==> src/rtl/gray_step_arbiter.sv <==
// gray_step_arbiter
// Round-robin arbiter that lends one 3-bit gray counter to two requesters.
// The winner gets a burst of N counter enables, optionally after a counter
// clear, and the final gray value and overflow flag are returned with a
// one-cycle done pulse on the owner's bit.

module gray_step_arbiter #(
    parameter int STEP_W       = 4,
    parameter bit CLR_ON_GRANT = 1'b1
) (
    input  logic              Clk,
    input  logic              Reset,
    input  logic [1:0]        req,
    input  logic [STEP_W-1:0] req_steps0,
    input  logic [STEP_W-1:0] req_steps1,
    output logic [1:0]        gnt,
    output logic              busy,
    output logic [1:0]        done,
    output logic [2:0]        result,
    output logic              result_ovf,
    output logic              cnt_en,
    output logic              cnt_clr,
    input  logic [2:0]        cnt_val,
    input  logic              cnt_ovf
);

    typedef enum logic [2:0] {
        IDLE,
        CLEAR,
        RUN,
        WAIT,
        REPORT
    } state_t;

    state_t            state;
    state_t            nextState;
    logic [STEP_W-1:0] rem;
    logic [STEP_W-1:0] remNext;
    logic              owner;
    logic              ownerNext;
    logic              lastGnt;
    logic              lastGntNext;
    logic [2:0]        resultNext;
    logic              resultOvfNext;
    logic              winner;
    logic [STEP_W-1:0] winnerSteps;

    // Pick the winner: a lone requester wins, on contention the one that did not go last
    always_comb begin
        winner      = req[1] & (~req[0] | ~lastGnt);
        winnerSteps = winner ? req_steps1 : req_steps0;
    end

    // Next-state, datapath next values and Moore outputs of the burst FSM
    always_comb begin
        nextState     = state;
        remNext       = rem;
        ownerNext     = owner;
        lastGntNext   = lastGnt;
        resultNext    = result;
        resultOvfNext = result_ovf;
        cnt_en        = 1'b0;
        done          = 2'b00;
        gnt           = 2'b00;

        if (state != IDLE) begin
            gnt[owner] = 1'b1;
        end

        case (state)
            IDLE: begin
                if (req != 2'b00) begin
                    ownerNext = winner;
                    remNext   = winnerSteps;
                    if (CLR_ON_GRANT) begin
                        nextState = CLEAR;
                    end else if (winnerSteps == '0) begin
                        nextState     = REPORT;
                        resultNext    = cnt_val;
                        resultOvfNext = cnt_ovf;
                    end else begin
                        nextState = RUN;
                    end
                end
            end
            CLEAR: begin
                if (rem == '0) begin
                    // The counter is cleared on this same edge, so its stale output is not used
                    nextState     = REPORT;
                    resultNext    = 3'b000;
                    resultOvfNext = 1'b0;
                end else begin
                    nextState = RUN;
                end
            end
            RUN: begin
                cnt_en = 1'b1;
                if (rem == STEP_W'(1)) begin
                    nextState = WAIT;
                end else begin
                    remNext = rem - STEP_W'(1);
                end
            end
            WAIT: begin
                nextState     = REPORT;
                resultNext    = cnt_val;
                resultOvfNext = cnt_ovf;
            end
            REPORT: begin
                done[owner] = 1'b1;
                lastGntNext = owner;
                nextState   = IDLE;
            end
            default: begin
                nextState = IDLE;
            end
        endcase
    end

    // Status and counter-clear outputs; the counter is cleared along with this block
    always_comb begin
        busy    = (state != IDLE);
        cnt_clr = Reset | (state == CLEAR);
    end

    // State and datapath registers with synchronous reset
    always_ff @(posedge Clk) begin
        if (Reset) begin
            state      <= IDLE;
            rem        <= '0;
            owner      <= 1'b0;
            lastGnt    <= 1'b1;
            result     <= 3'b000;
            result_ovf <= 1'b0;
        end else begin
            state      <= nextState;
            rem        <= remNext;
            owner      <= ownerNext;
            lastGnt    <= lastGntNext;
            result     <= resultNext;
            result_ovf <= resultOvfNext;
        end
    end

endmodule

==> config.mk <==
export PLATFORM = sky130hd
export DESIGN_NAME = gray_step_arbiter
export DESIGN_NICKNAME = d
export VERILOG_FILES = /design/src/rtl/gray_step_arbiter.sv
export SDC_FILE = /design/constraint.sdc
export NUM_CORES = 1
export LEC_CHECK = 0
export ABC_AREA = 1
export BUFFER_PORTS_ARGS = -buffer_cell sky130_fd_sc_hd__buf_4
export CORE_UTILIZATION = 48
export DETAILED_ROUTE_END_ITERATION = 10
export PLACE_DENSITY_LB_ADDON = 0.25
export SLEW_MARGIN = 20
export SYNTH_ARGS = -nofsm -noshare
export SYNTH_HDL_FRONTEND = slang
export SYNTH_SLANG_ARGS = --single-unit
==> constraint.sdc <==
create_clock -name Clk -period 1.55 [get_ports Clk]
set_clock_uncertainty 0.1 [all_clocks]
set_input_delay 0.2325 -clock Clk [delete_from_list [all_inputs] [get_ports Clk]]
set_output_delay 0.2325 -clock Clk [all_outputs]
set_load 0.01 [all_outputs]
# Yosys cells after proc, flatten, opt, wreduce, memory -nomap -nowiden
# Index checks and enable logic that the tools add are counted.
word_totals:
  in_bits: 16
  reg_bits: 13
op_classes:
  order_cmp: 2
  n_reduce_logical: 11
  add_sub_neg: 1
  bitwise: 5
  mux: 17
  eq_ne: 9
ops:
  columns: ["operator", "count"]
  rows:
  - ["3-bit 2-to-1 mux", 4]
  - ["4-bit 2-to-1 mux", 3]
  - ["3-bit case mux with 4 select lines", 1]
  - ["2-bit != test, second input constant", 4]
  - ["4-bit case mux with 2 select lines", 1]
  - ["3-bit by 2-bit equality test with 1-bit output, second input constant", 2]
  - ["3-bit case mux with 2 select lines", 1]
  - ["2-bit AND reduction", 3]
  - ["2-bit nonzero test", 3]
  - ["4-bit by 1-bit equality test with 1-bit output, second input constant", 1]
  - ["4-bit zero test", 1]
  - ["2-bit 2-to-1 mux", 2]
  - ["4-bit by 1-bit subtractor with 4-bit output, second input constant", 1]
  - ["3-bit by 1-bit equality test with 1-bit output, second input constant", 1]
  - ["3-bit equality test, second input constant", 1]
  - ["3-bit zero test", 1]
  - ["1-bit 2-to-1 mux", 3]
  - ["3-bit AND reduction", 1]
  - ["3-bit nonzero test", 1]
  - ["1-bit by 2-bit < comparator with 1-bit output, second input constant", 1]
  - ["1-bit NOT", 2]
  - ["1-bit OR", 2]
  - ["1-bit case mux with 2 select lines", 1]
  - ["1-bit bitwise AND", 1]
  - ["other kinds (3)", 3]

# Logic depth before layout (Yosys ltp)
# Gate-level depths: netlist of run 1.
depth:
  word_depth: 6
  ltp_mapped: 9
  ltp_nobuf: 9

# Worst setup path before layout of run 1
# OpenSTA, ideal clock, no wires.
synth_timing:
  path_kind: "register to register"
  from: "register rem[0]"
  to: "register result[0]"
  path_stages_with_launch: 8
  path_slack_ns: 0.296
  arrival_time_ns: 1.083
  t_required_ns: 1.379
  setup_time_ns: 0.071
  path_cell_list: "dfxtp_1 inv_1 ha_1 nand2_1 nor2_1 a21oi_2 nand2_1 a21oi_1"
synth_via:
  elab_chain_cells: 3
synth_rtl:
  columns: ["element", "line_no", "text"]
  rows:
  - ["from (decl)", "37", "logic [STEP_W-1:0] rem;"]
  - ["from (signal assigned)", "137", "rem <= remNext;"]
  - ["4-bit zero test", "87", "if (rem == '0) begin"]
  - ["2-bit != test (no line)", null, null]
  - ["2-bit AND reduction (no line)", null, null]
  - ["to (signal assigned)", "140", "result <= resultNext;"]
  - ["to (decl)", "19", "output logic [2:0] result,"]
# No other way between the ends.
# A chain may end at the register's enable or synchronous reset.

# Worst setup path after layout of run 1
layout_timing:
  from: "register state[2]"
  to: "output port done[1]"
layout_via:
  elab_chain_cells: 2
layout_rtl:
  columns: ["element", "line_no", "text"]
  rows:
  - ["from (decl)", "35", "state_t state;"]
  - ["from (signal assigned)", "136", "state <= nextState;"]
  - ["3-bit equality test", "70", "case (state)"]
  - ["2-bit 2-to-1 mux", "70", null]
  - ["to (decl)", "18", "output logic [1:0] done,"]
# No other way between the ends.

==> results.rst, run 1 <==
.. list-table::
   :header-rows: 1

   * - Metric
     - Value
   * - Total vias in the final route
     - approximately 850
   * - Leakage
     - roughly 0.55 nW
   * - Endpoints failing hold
     - 0
   * - Classification of the worst-slack hold path
     - input port to flip-flop
   * - Total clock sinks
     - 13
   * - CTS tree
     - built
   * - Total I/O pin count
     - 27
   * - Routed wirelength normalized by instance count
     - ~10 um
   * - Category of the critical setup timing path
     - flip-flop to primary output
   * - Final instance area
     - roughly 0.0011 mm^2
   * - Data arrival time of the critical path
     - roughly 1.2 ns
   * - Area of the mapped netlist
     - approximately 800 um^2
   * - Antenna violations before repair
     - 0
   * - Drt drc
     - 0
   * - Minimum setup slack among reg-to-reg paths
     - about 0.15 ns
   * - Max transition margin
     - 76.1%
   * - Syn avg cell area
     - ~6.3 um^2
   * - Clock transition at the registers of the reported paths
     - approximately 0.1 ns
   * - Pre-CTS worst setup slack
     - roughly 0.15 ns
   * - ANT nets after route
     - 0
   * - Req. time, crit path
     - around 1.2 ns
   * - Total CTS buffers
     - 3
   * - Total of max-cap violations
     - 0
   * - Number of cell rows
     - 14
   * - Final min period
     - 1.49 ns
   * - Number of pins with negative max-slew slack in the final report
     - 0
   * - Fraction of the cycle the final worst path needs
     - roughly 96%
   * - RD Place Congestion
     - approximately 0.84
   * - Net count of the finished layout
     - around 170
   * - Die height
     - between 40 and 50 um
   * - Die Area
     - 0.00183 mm^2
   * - Post-route setup TNS
     - 0 ns
   * - Pwr dens
     - 1760 mW/mm^2
   * - Status
     - finished clean
   * - Syn-to-layout area delta
     - 34.3%
   * - #FFs+latches synth
     - 13
   * - Number of input and output port buffers inserted
     - 26
   * - Vias in the first global route
     - around 760
   * - Setup slack of the critical path after layout
     - 0.0623 ns
   * - CP endpoint kind
     - primary output
   * - Maximum buffer depth of the clock tree
     - 2
   * - Std-Cell Core Area
     - 0.00152 mm^2
   * - # hold bufs at CTS
     - 0
   * - Setup-failing EPs final
     - 0
   * - Worst supply voltage drop on vdd
     - 1030 uV
   * - Yosys warning count
     - 0
   * - Startpoint kind of the worst setup timing path
     - flip-flop
   * - DRC marker count from the first detailed-route iteration
     - 16
   * - Fraction of final layout cells sized beyond drive strength 1
     - a little under a third
   * - CTS root buffer
     - sky130_fd_sc_hd__clkbuf_4
   * - Post-CTS Setup Bufs
     - 0
   * - Worst-margin pin slew
     - 0.357 ns
   * - Wire length of the first global-routing pass
     - slightly above 3000 um
   * - Syn Nets
     - between 100 and 150
   * - Count of H-tree levels built during CTS
     - 1
   * - Chip Width
     - around 43 um
   * - Detailed Routing Iterations Pass 1
     - 4
   * - All-layer global routing usage
     - 22.0%
   * - Number of library cell types mapped by synthesis
     - 22
   * - Detailed Route WL
     - 1790 um
   * - Avg Vias per Cell
     - 4.95
   * - Detailed placement HPWL
     - 1440 um
   * - Source-to-sink clock delay at the later pin of the worst-skew pair
     - around 0.29 ns
   * - Pin count of the biggest net entering global routing
     - 11
   * - Maximum fanout along the worst path
     - 3
   * - Antenna diodes
     - 0
   * - FMAX
     - 672 MHz
   * - GRT overflow
     - 0
   * - Starting utilization of the core area
     - approximately 52%
   * - Dpl cell area
     - 0.00101 mm^2
   * - Number of instances in the synthesized netlist
     - around 130
   * - Sequential area share after synthesis
     - between 30% and 40%
   * - Unrepaired setup endpoints after global routing
     - no
-- cell type report --
class	count	area, um^2
clock buffers	4	26.3
fillers	137	452
inverters	20	77.6
multi-input cells	92	480
flip-flops and latches	13	273
well taps	16	20.0
repair buffers	26	195
-- Yosys cell counts --
library cell	instances	area (um^2)
sky130_fd_sc_hd__nand2_1	37	139
sky130_fd_sc_hd__inv_1	18	67.6
sky130_fd_sc_hd__nor2_1	18	67.6
sky130_fd_sc_hd__dfxtp_1	13	260
sky130_fd_sc_hd__nand3_1	10	50.1
sky130_fd_sc_hd__a21oi_1	7	35.0
sky130_fd_sc_hd__nand2_2	3	18.8
sky130_fd_sc_hd__o21ai_0	3	15.0
sky130_fd_sc_hd__a21oi_2	2	17.5
sky130_fd_sc_hd__ha_1	2	25.0
sky130_fd_sc_hd__inv_2	2	7.51
sky130_fd_sc_hd__clkbuf_1	1	3.75
sky130_fd_sc_hd__nand2_4	1	11.3
sky130_fd_sc_hd__nand3_2	1	10.0
sky130_fd_sc_hd__nand3_4	1	17.5
sky130_fd_sc_hd__nand3b_1	1	7.51
sky130_fd_sc_hd__nand4_1	1	6.26
sky130_fd_sc_hd__nor2_2	1	6.26
sky130_fd_sc_hd__nor2_4	1	11.3
sky130_fd_sc_hd__nor3_1	1	5.00
sky130_fd_sc_hd__o211ai_1	1	7.51
sky130_fd_sc_hd__xor2_1	1	8.76
-- cell usage in the layout, fill, tap and decap left out --
cell                       instances
sky130_fd_sc_hd__buf_4            26
sky130_fd_sc_hd__nand2_1          37
sky130_fd_sc_hd__nand2_4           2
sky130_fd_sc_hd__clkbuf_4          3
sky130_fd_sc_hd__dfxtp_1           9
sky130_fd_sc_hd__inv_2             3
sky130_fd_sc_hd__a21oi_2           2
sky130_fd_sc_hd__clkbuf_1          1
sky130_fd_sc_hd__nor3_4            1
sky130_fd_sc_hd__nand4_1           1
sky130_fd_sc_hd__nand3_1          10
sky130_fd_sc_hd__nand3b_1          1
sky130_fd_sc_hd__nor2_1           18
sky130_fd_sc_hd__xor2_1            1
sky130_fd_sc_hd__o211ai_1          1
sky130_fd_sc_hd__nand3_4           1
sky130_fd_sc_hd__nor2_4            2
sky130_fd_sc_hd__dfxtp_2           1
sky130_fd_sc_hd__inv_1            16
sky130_fd_sc_hd__o21ai_0           3
sky130_fd_sc_hd__dfxtp_4           3
sky130_fd_sc_hd__nand2_2           2
sky130_fd_sc_hd__a21oi_1           7
sky130_fd_sc_hd__inv_4             1
sky130_fd_sc_hd__nand3_2           1
sky130_fd_sc_hd__ha_1              2
-- per-stage QoR --
step	hold slack [ns]	utilization [%]	power, mW	std cells
6_report	0.0658	70.4	1.89	171
5_1_grt	0.0764	70.4	2.06	171
4_1_cts	0.0716	68.4	1.83	171
3_5_place_dp	0.349	66.3	1.60	167
3_3_place_gp	0.346	66.3	1.57	167
2_1_floorplan	0.281	-	1.30	126
-- flip-flops by register name, summed over array words and instances, names as in the netlist --
signal / flops
lastGnt: 1
owner: 1
rem: 4
state: 3
result_ovf: 1
result: 3
-- what timing repair did --
item | CTS | global route
endpoints found under the setup margin | 4 | 8
gates cloned | 0 | 0
pin swaps | 1 | 2
resized for setup | 2 | 12
-- report_power, final --
part           leakage [nW]  switching (mW)  total [mW]  internal [mW]
Combinational         0.428           0.643        1.10          0.453
Sequential            0.109           0.114       0.563          0.449
Clock                0.0150           0.130       0.230          0.100
-- worst paths after layout --
kind	startpoint	to	cells after the start
worst max-delay path	state[2]	done[1]	5
worst min-delay path	Reset	state[0]	2
worst max register to register	rem[0]	result_ovf	7
worst min register to register	lastGnt	lastGnt	2
-- layer usage --
layer | wire length [um] | up-vias | part of all wire (%) | GRT usage [%]
met4 | 36 | 0 | 2.0 | 11.3
li1 | - | 450 | - | -
met5 | 0 | - | 0 | 0
met3 | 48 | 5 | 2.7 | 2.55
met2 | 887 | 11 | 49 | 37.0
met1 | 820 | 380 | 46 | 27.4
-- kinds of logic (layout without fill, tap and decap cells) --
family                   after synthesis  in the layout  synth area share, %
AO/OA/AOI/OAI                         13             13                 9.40
XOR/XNOR                               1              1                 1.10
adder cells (fa/ha/maj)                2              2                 3.13
buffers and inverters                 21             50                 9.87
flip-flops                            13             13                 32.6
AND/OR/NAND/NOR                       76             76                 43.9
-- critical path, stage by stage (launching register included) --
cell and delay [ns]:
sky130_fd_sc_hd__dfxtp_4 0.38, sky130_fd_sc_hd__inv_4 0.05, sky130_fd_sc_hd__nor3_4 0.19, sky130_fd_sc_hd__nand2_1 0.09
sky130_fd_sc_hd__inv_1 0.06, sky130_fd_sc_hd__buf_4 0.11
Power figures use the tool's default switching activity.
==> inputs of run 2 (changes only) <==
- BUFFER_PORTS_ARGS: -buffer_cell sky130_fd_sc_hd__buf_4 -> unset
- CORE_UTILIZATION: 48 -> 49
- DONT_BUFFER_PORTS: unset -> 1
- REMOVE_ABC_BUFFERS: unset -> 1
==> results.rst, run 2 (synthesis gave the netlist of run 1 again) <==
.. list-table::
   :header-rows: 1

   * - Metric
     - Value
   * - DRC marker count from the first detailed-route iteration
     - 13
   * - Most frequent cells in the layout
     - sky130_fd_sc_hd__nand2_1 (37), sky130_fd_sc_hd__inv_1 (18), sky130_fd_sc_hd__nor2_1 (16)
   * - Clock transition at the registers of the reported paths
     - 0.08 ns
   * - Maximum buffer depth of the clock tree
     - 2
   * - Endpoints failing hold
     - 0
   * - Source-to-sink clock delay at the later pin of the worst-skew pair
     - ~0.27 ns
   * - Syn-to-layout area delta
     - 9.40%
   * - Avg Vias per Cell
     - a little under 5
   * - Share of total power in sequential cells
     - 31.6%
   * - Pin count of the biggest net entering global routing
     - 10
   * - Total vias in the final route
     - 731
   * - Drt drc
     - 0
   * - CTS tree
     - built
   * - Total of max-cap violations
     - 0
   * - Max transition margin
     - approximately 74%
   * - Antenna diodes
     - 0
   * - Startpoint kind of the worst setup timing path
     - flip-flop
   * - Terminus of the critical flop-to-flop path
     - state[2]
   * - Setup slack of the critical path after layout
     - ~0.083 ns
   * - Area occupied by multi-input gates
     - about 470 um^2
   * - Worst slack on hold paths
     - 0.00917 ns
   * - Worst-margin pin slew
     - roughly 0.4 ns
   * - Wire length of the first global-routing pass
     - roughly 2700 um
   * - GRT overflow
     - 0
   * - Minimum setup slack among reg-to-reg paths
     - 0.09 ns
   * - Pwr dens
     - ~2000 mW/mm^2
   * - Status
     - finished clean
   * - Net count of the finished layout
     - 150
   * - Switching power as a share of total power
     - roughly half
   * - Fraction of the cycle the final worst path needs
     - between 90% and 100%
   * - Leakage
     - 0.426 nW
   * - FMAX
     - 682 MHz
   * - Final min period
     - 1.47 ns
   * - Largest registers
     - rem x4, result x3, state x3
   * - # fillers
     - ~160
   * - Internal power component
     - around 0.9 mW
   * - Worst hold path endpoint
     - result[1]
   * - Maximum fanout along the worst path
     - 4
   * - Number of cell rows
     - 14
   * - Register name with the most flops
     - rem
   * - CP endpoint kind
     - primary output
   * - Fraction of the core area covered by cells at the end of the flow
     - between 50% and 60%
   * - Flip-flop count of the largest register, all copies and words added
     - 4
   * - CTS root buffer
     - sky130_fd_sc_hd__clkbuf_4
   * - All-layer global routing usage
     - 19.2%
   * - Reg2Reg Launch Point
     - rem[0]
   * - Std-Cell Core Area
     - around 0.0015 mm^2
   * - Detailed placement HPWL
     - 1250 um
   * - Pre-CTS worst setup slack
     - 0.139 ns
   * - Setup-failing EPs final
     - 0
   * - Pwr Total
     - 1.71 mW
   * - Vias in the first global route
     - about 650
   * - Detailed Routing Iterations Pass 1
     - 4
   * - Most frequent standard cell in the layout excluding fill and tap cells
     - sky130_fd_sc_hd__nand2_1
   * - Antenna violations before repair
     - 0
   * - P_sw
     - a little over 0.8 mW
   * - Combinational fraction of design power
     - 56.0%
   * - ANT nets after route
     - 0
   * - Category of the critical setup timing path
     - flip-flop to primary output
   * - Worst supply voltage drop on vdd
     - 899 uV
   * - Instance count along the most critical hold path
     - 2
   * - Req. time, crit path
     - approximately 1.2 ns
   * - Relative contribution of the clock network to total power
     - 12.4%
   * - Total clock sinks
     - 13
   * - Data arrival time of the critical path
     - ~1.1 ns
   * - Classification of the worst-slack hold path
     - input port to flip-flop
   * - Hold Crit Start
     - cnt_val[1]
   * - Detailed Route WL
     - 1640 um
   * - Area of all sequential standard cells
     - 265 um^2
   * - Chip Width
     - about 42 um
   * - Number of pins with negative max-slew slack in the final report
     - 0
   * - Number of input and output port buffers inserted
     - 0
   * - Depth of the worst register-to-register path
     - 7
   * - Fraction of final layout cells sized beyond drive strength 1
     - approximately 16%
   * - Starting utilization of the core area
     - a little over half
   * - Total CTS buffers
     - 3
   * - Die Area
     - between 0.0015 and 0.002 mm^2
   * - Routed wirelength normalized by instance count
     - 11.1 um
   * - Count of H-tree levels built during CTS
     - 1
   * - Total I/O pin count
     - 27
   * - RD Place Congestion
     - about 0.84
   * - Die height
     - around 42 um
run 2: per-layer routing:
layer  track usage [%]  routed length [um]  vias to the layer above  part of all wire, %
met1              28.0                 755                      316                   46
met2              29.5                 826                       12                   50
met5                 0                   0                        -                    0
met3              3.88                  55                        0                  3.4
li1                  -                   -                      403                    -
met4              3.75                   0                        0                    0
run 2: per-stage QoR:
stage / instances / setup TNS (ns) / area, um^2
5_1_grt: 147 / -0.0222 / 873
6_report: 147 / 0 / 873
3_5_place_dp: 141 / 0 / 815
3_3_place_gp: 141 / 0 / 815
2_1_floorplan: 125 / 0 / 795
4_1_cts: 146 / 0 / 852
run 2: layout make-up:
| type | count | share of cell area, % |
|---|---|---|
| multi-input combinational | 92 | 53.7 |
| sequential | 13 | 30.4 |
| inverter | 20 | 8.60 |
| clock buffer | 4 | 3.01 |
| tap | 16 | 2.29 |
| timing repair buffer | 2 | 2.01 |
run 2: power groups by stage:
stage          Clock [mW]  Sequential [mW]  Combinational [mW]
6_report            0.212            0.539               0.957
5_1_grt             0.222            0.556                1.09
4_1_cts             0.216            0.528               0.917
3_5_place_dp            0            0.532               0.908
3_3_place_gp            0            0.529               0.899
2_1_floorplan           0            0.515               0.782
run 2: worst max path at each step:
stage | startpoint | endpoint | slack [ns]
floorplan | rem[0] | result[0] | 0.30
global placement | rem[0] | result[0] | 0.17
detailed placement | rem[0] | result[0] | 0.14
CTS | state[2] | done[0] | 0.008
global route | rem[0] | result[2] | -0.02
finish | state[1] | gnt[0] | 0.08
run 2: what timing repair did:
item	4_1_cts	5_1_grt
hold buffers	1	0
hold endpoints to repair	9	0
pin swaps	0	1
setup buffers	0	1
cloned	0	0
gates resized for setup	1	5
setup endpoints to repair	2	5
run 2: worst max-delay path, stage by stage (launching register included):
cell                      delay [ns]
sky130_fd_sc_hd__dfxtp_2        0.35
sky130_fd_sc_hd__nor2_2         0.17
sky130_fd_sc_hd__nand2_2        0.14
sky130_fd_sc_hd__inv_1          0.14
sky130_fd_sc_hd__nor2_2         0.06
==> inputs of run 3 (changes only) <==
- clock period: 1.55 -> 1.9 ns (I/O delays scaled with it)
==> results.rst, run 3 (synthesis gave the netlist of run 1 again) <==
.. list-table::
   :header-rows: 1

   * - Metric
     - Value
   * - Status
     - finished clean
   * - Most frequent standard cell in the layout excluding fill and tap cells
     - sky130_fd_sc_hd__nand2_1
   * - List of cells traversed by the critical path
     - inv_2, nand2_2, inv_1, nor2_1
   * - Wire length of the first global-routing pass
     - between 2000 and 3000 um
   * - CTS tree
     - built
   * - DRC marker count from the first detailed-route iteration
     - 21
   * - Source-to-sink clock delay at the later pin of the worst-skew pair
     - 0.28 ns
   * - CP Launch Point
     - state[0]
   * - Fraction of the core area covered by cells at the end of the flow
     - 56.5%
   * - Total clock sinks
     - 13
   * - Net count of the finished layout
     - 149
   * - Antenna violations before repair
     - 0
   * - Worst-margin pin slew
     - approximately 0.36 ns
   * - Data arrival time of the critical path
     - around 1.2 ns
   * - Category of the critical setup timing path
     - flip-flop to primary output
   * - Unrepaired setup endpoints after global routing
     - no
   * - Pin count of the biggest net entering global routing
     - 10
   * - Detailed placement HPWL
     - ~1300 um
   * - Minimum setup slack among reg-to-reg paths
     - ~0.47 ns
   * - RD Place Congestion
     - around 0.84
   * - Fraction of the cycle the final worst path needs
     - 84.8%
   * - Most frequent cells in the layout
     - sky130_fd_sc_hd__nand2_1 (37), sky130_fd_sc_hd__inv_1 (18), sky130_fd_sc_hd__nor2_1 (18)
   * - Number of pins with negative max-slew slack in the final report
     - 0
   * - Total CTS buffers
     - 3
   * - Syn-to-layout area delta
     - 6.58%
   * - Classification of the worst-slack hold path
     - input port to flip-flop
   * - Max transition margin
     - about three quarters
   * - Drt drc
     - 0
   * - Terminus of the critical flop-to-flop path
     - result[0]
   * - Fraction of final layout cells sized beyond drive strength 1
     - 11.5%
   * - Register name with the most flops
     - rem
   * - GRT overflow
     - 0
   * - Highest cell delay on the worst timing path
     - between 0.4 and 0.5 ns
   * - Count of H-tree levels built during CTS
     - 1
   * - ANT nets after route
     - 0
   * - Maximum buffer depth of the clock tree
     - 2
   * - Chip Width
     - between 40 and 50 um
   * - Starting utilization of the core area
     - between 50% and 60%
   * - Maximum fanout along the worst path
     - 4
   * - Post-CTS Setup Bufs
     - 0
   * - Clock transition at the registers of the reported paths
     - around 0.09 ns
   * - Std-Cell Core Area
     - about 0.0015 mm^2
   * - Total I/O pin count
     - 27
   * - Die Area
     - approximately 0.0018 mm^2
   * - Detailed Routing Iterations Pass 1
     - 5
   * - Vias in the first global route
     - 668
   * - Total of max-cap violations
     - 0
   * - Avg Vias per Cell
     - 5.09
   * - Total vias in the final route
     - ~740
   * - Slowest stage cell, crit path
     - sky130_fd_sc_hd__dfxtp_1
   * - Number of input and output port buffers inserted
     - 0
   * - Pwr dens
     - 1590 mW/mm^2
   * - Antenna diodes
     - 0
   * - Leakage
     - approximately 0.42 nW
   * - FMAX
     - 621 MHz
   * - Endpoints failing hold
     - 0
   * - Flip-flop count of the largest register, all copies and words added
     - 4
   * - CTS root buffer
     - sky130_fd_sc_hd__clkbuf_4
   * - Number of cell rows
     - 14
   * - CP endpoint kind
     - primary output
   * - Post-route setup TNS
     - 0 ns
   * - Detailed Route WL
     - approximately 1600 um
   * - Die height
     - approximately 42 um
   * - Routed wirelength normalized by instance count
     - 11.0 um
   * - Req. time, crit path
     - 1.51 ns
   * - Worst supply voltage drop on vdd
     - 759 uV
   * - Startpoint kind of the worst setup timing path
     - flip-flop
   * - Depth of the worst register-to-register path
     - 7
   * - Reg2Reg Launch Point
     - rem[0]
   * - Final min period
     - approximately 1.6 ns
   * - Capturing instance or port of the critical path
     - gnt[1]
   * - Setup-failing EPs final
     - 0
   * - All-layer global routing usage
     - 19.0%
   * - Largest registers
     - rem x4, result x3, state x3
-- run 3: power by group --
part	switching [mW]	leakage (nW)	total, mW	internal, mW
clock network	0.0969	0.0150	0.178	0.0813
registers	0.0777	0.106	0.428	0.350
logic	0.487	0.297	0.747	0.260
total	0.662	0.418	1.35	0.691
-- run 3: per-layer routing --
metal,vias up,share of wire [%],GRT usage [%]
met5,-,0,0
met4,0,0,5.63
met3,0,4.6,3.45
met2,16,50,30.8
met1,326,46,25.6
li1,401,-,-
-- run 3: what timing repair did --
action / CTS / global route
hold endpoints to repair: 9 / 0
hold buffers: 1 / 0
setup endpoints to repair: 0 / 0
gates resized for setup: 0 / 0
-- run 3: final cells by class --
| class | instances | area, um^2 |
|---|---|---|
| multi-input cells | 92 | 459 |
| well taps | 16 | 20.0 |
| repair buffers | 1 | 10.0 |
| clock buffers | 4 | 26.3 |
| flip-flops and latches | 13 | 260 |
| fillers | 160 | 656 |
| inverters | 20 | 75.1 |
-- run 3: per-stage QoR --
| stage | std cells | setup WS [ns] | total power, mW | hold WS [ns] | area [um^2] |
|---|---|---|---|---|---|
| after floorplan | 125 | 0.647 | 1.06 | 0.247 | 795 |
| after global placement | 141 | 0.519 | 1.16 | 0.250 | 815 |
| after detailed placement | 141 | 0.491 | 1.18 | 0.251 | 815 |
| after CTS | 146 | 0.278 | 1.36 | 0.0517 | 851 |
| after global routing | 146 | 0.151 | 1.49 | 0.0550 | 851 |
| final | 146 | 0.289 | 1.35 | 0.0558 | 851 |
-- run 3: worst max-delay path: cells and delay by family (launching register included) --
kind	cells	cell delay, ns
DFF	1	0.44
buffers and inverters	2	0.17
and+or+nand+nor	2	0.33
-- run 3: worst min path at each step --
| stage | from | endpoint | slack [ns] | cells after the start |
|---|---|---|---|---|
| floorplan | Reset | rem[2] | 0.25 | 1 |
| global placement | Reset | rem[2] | 0.25 | 1 |
| detailed placement | Reset | rem[2] | 0.25 | 1 |
| CTS | cnt_val[1] | result[1] | 0.05 | 2 |
| global route | cnt_val[0] | result[0] | 0.05 | 2 |
| finish | cnt_val[1] | result[1] | 0.06 | 2 |
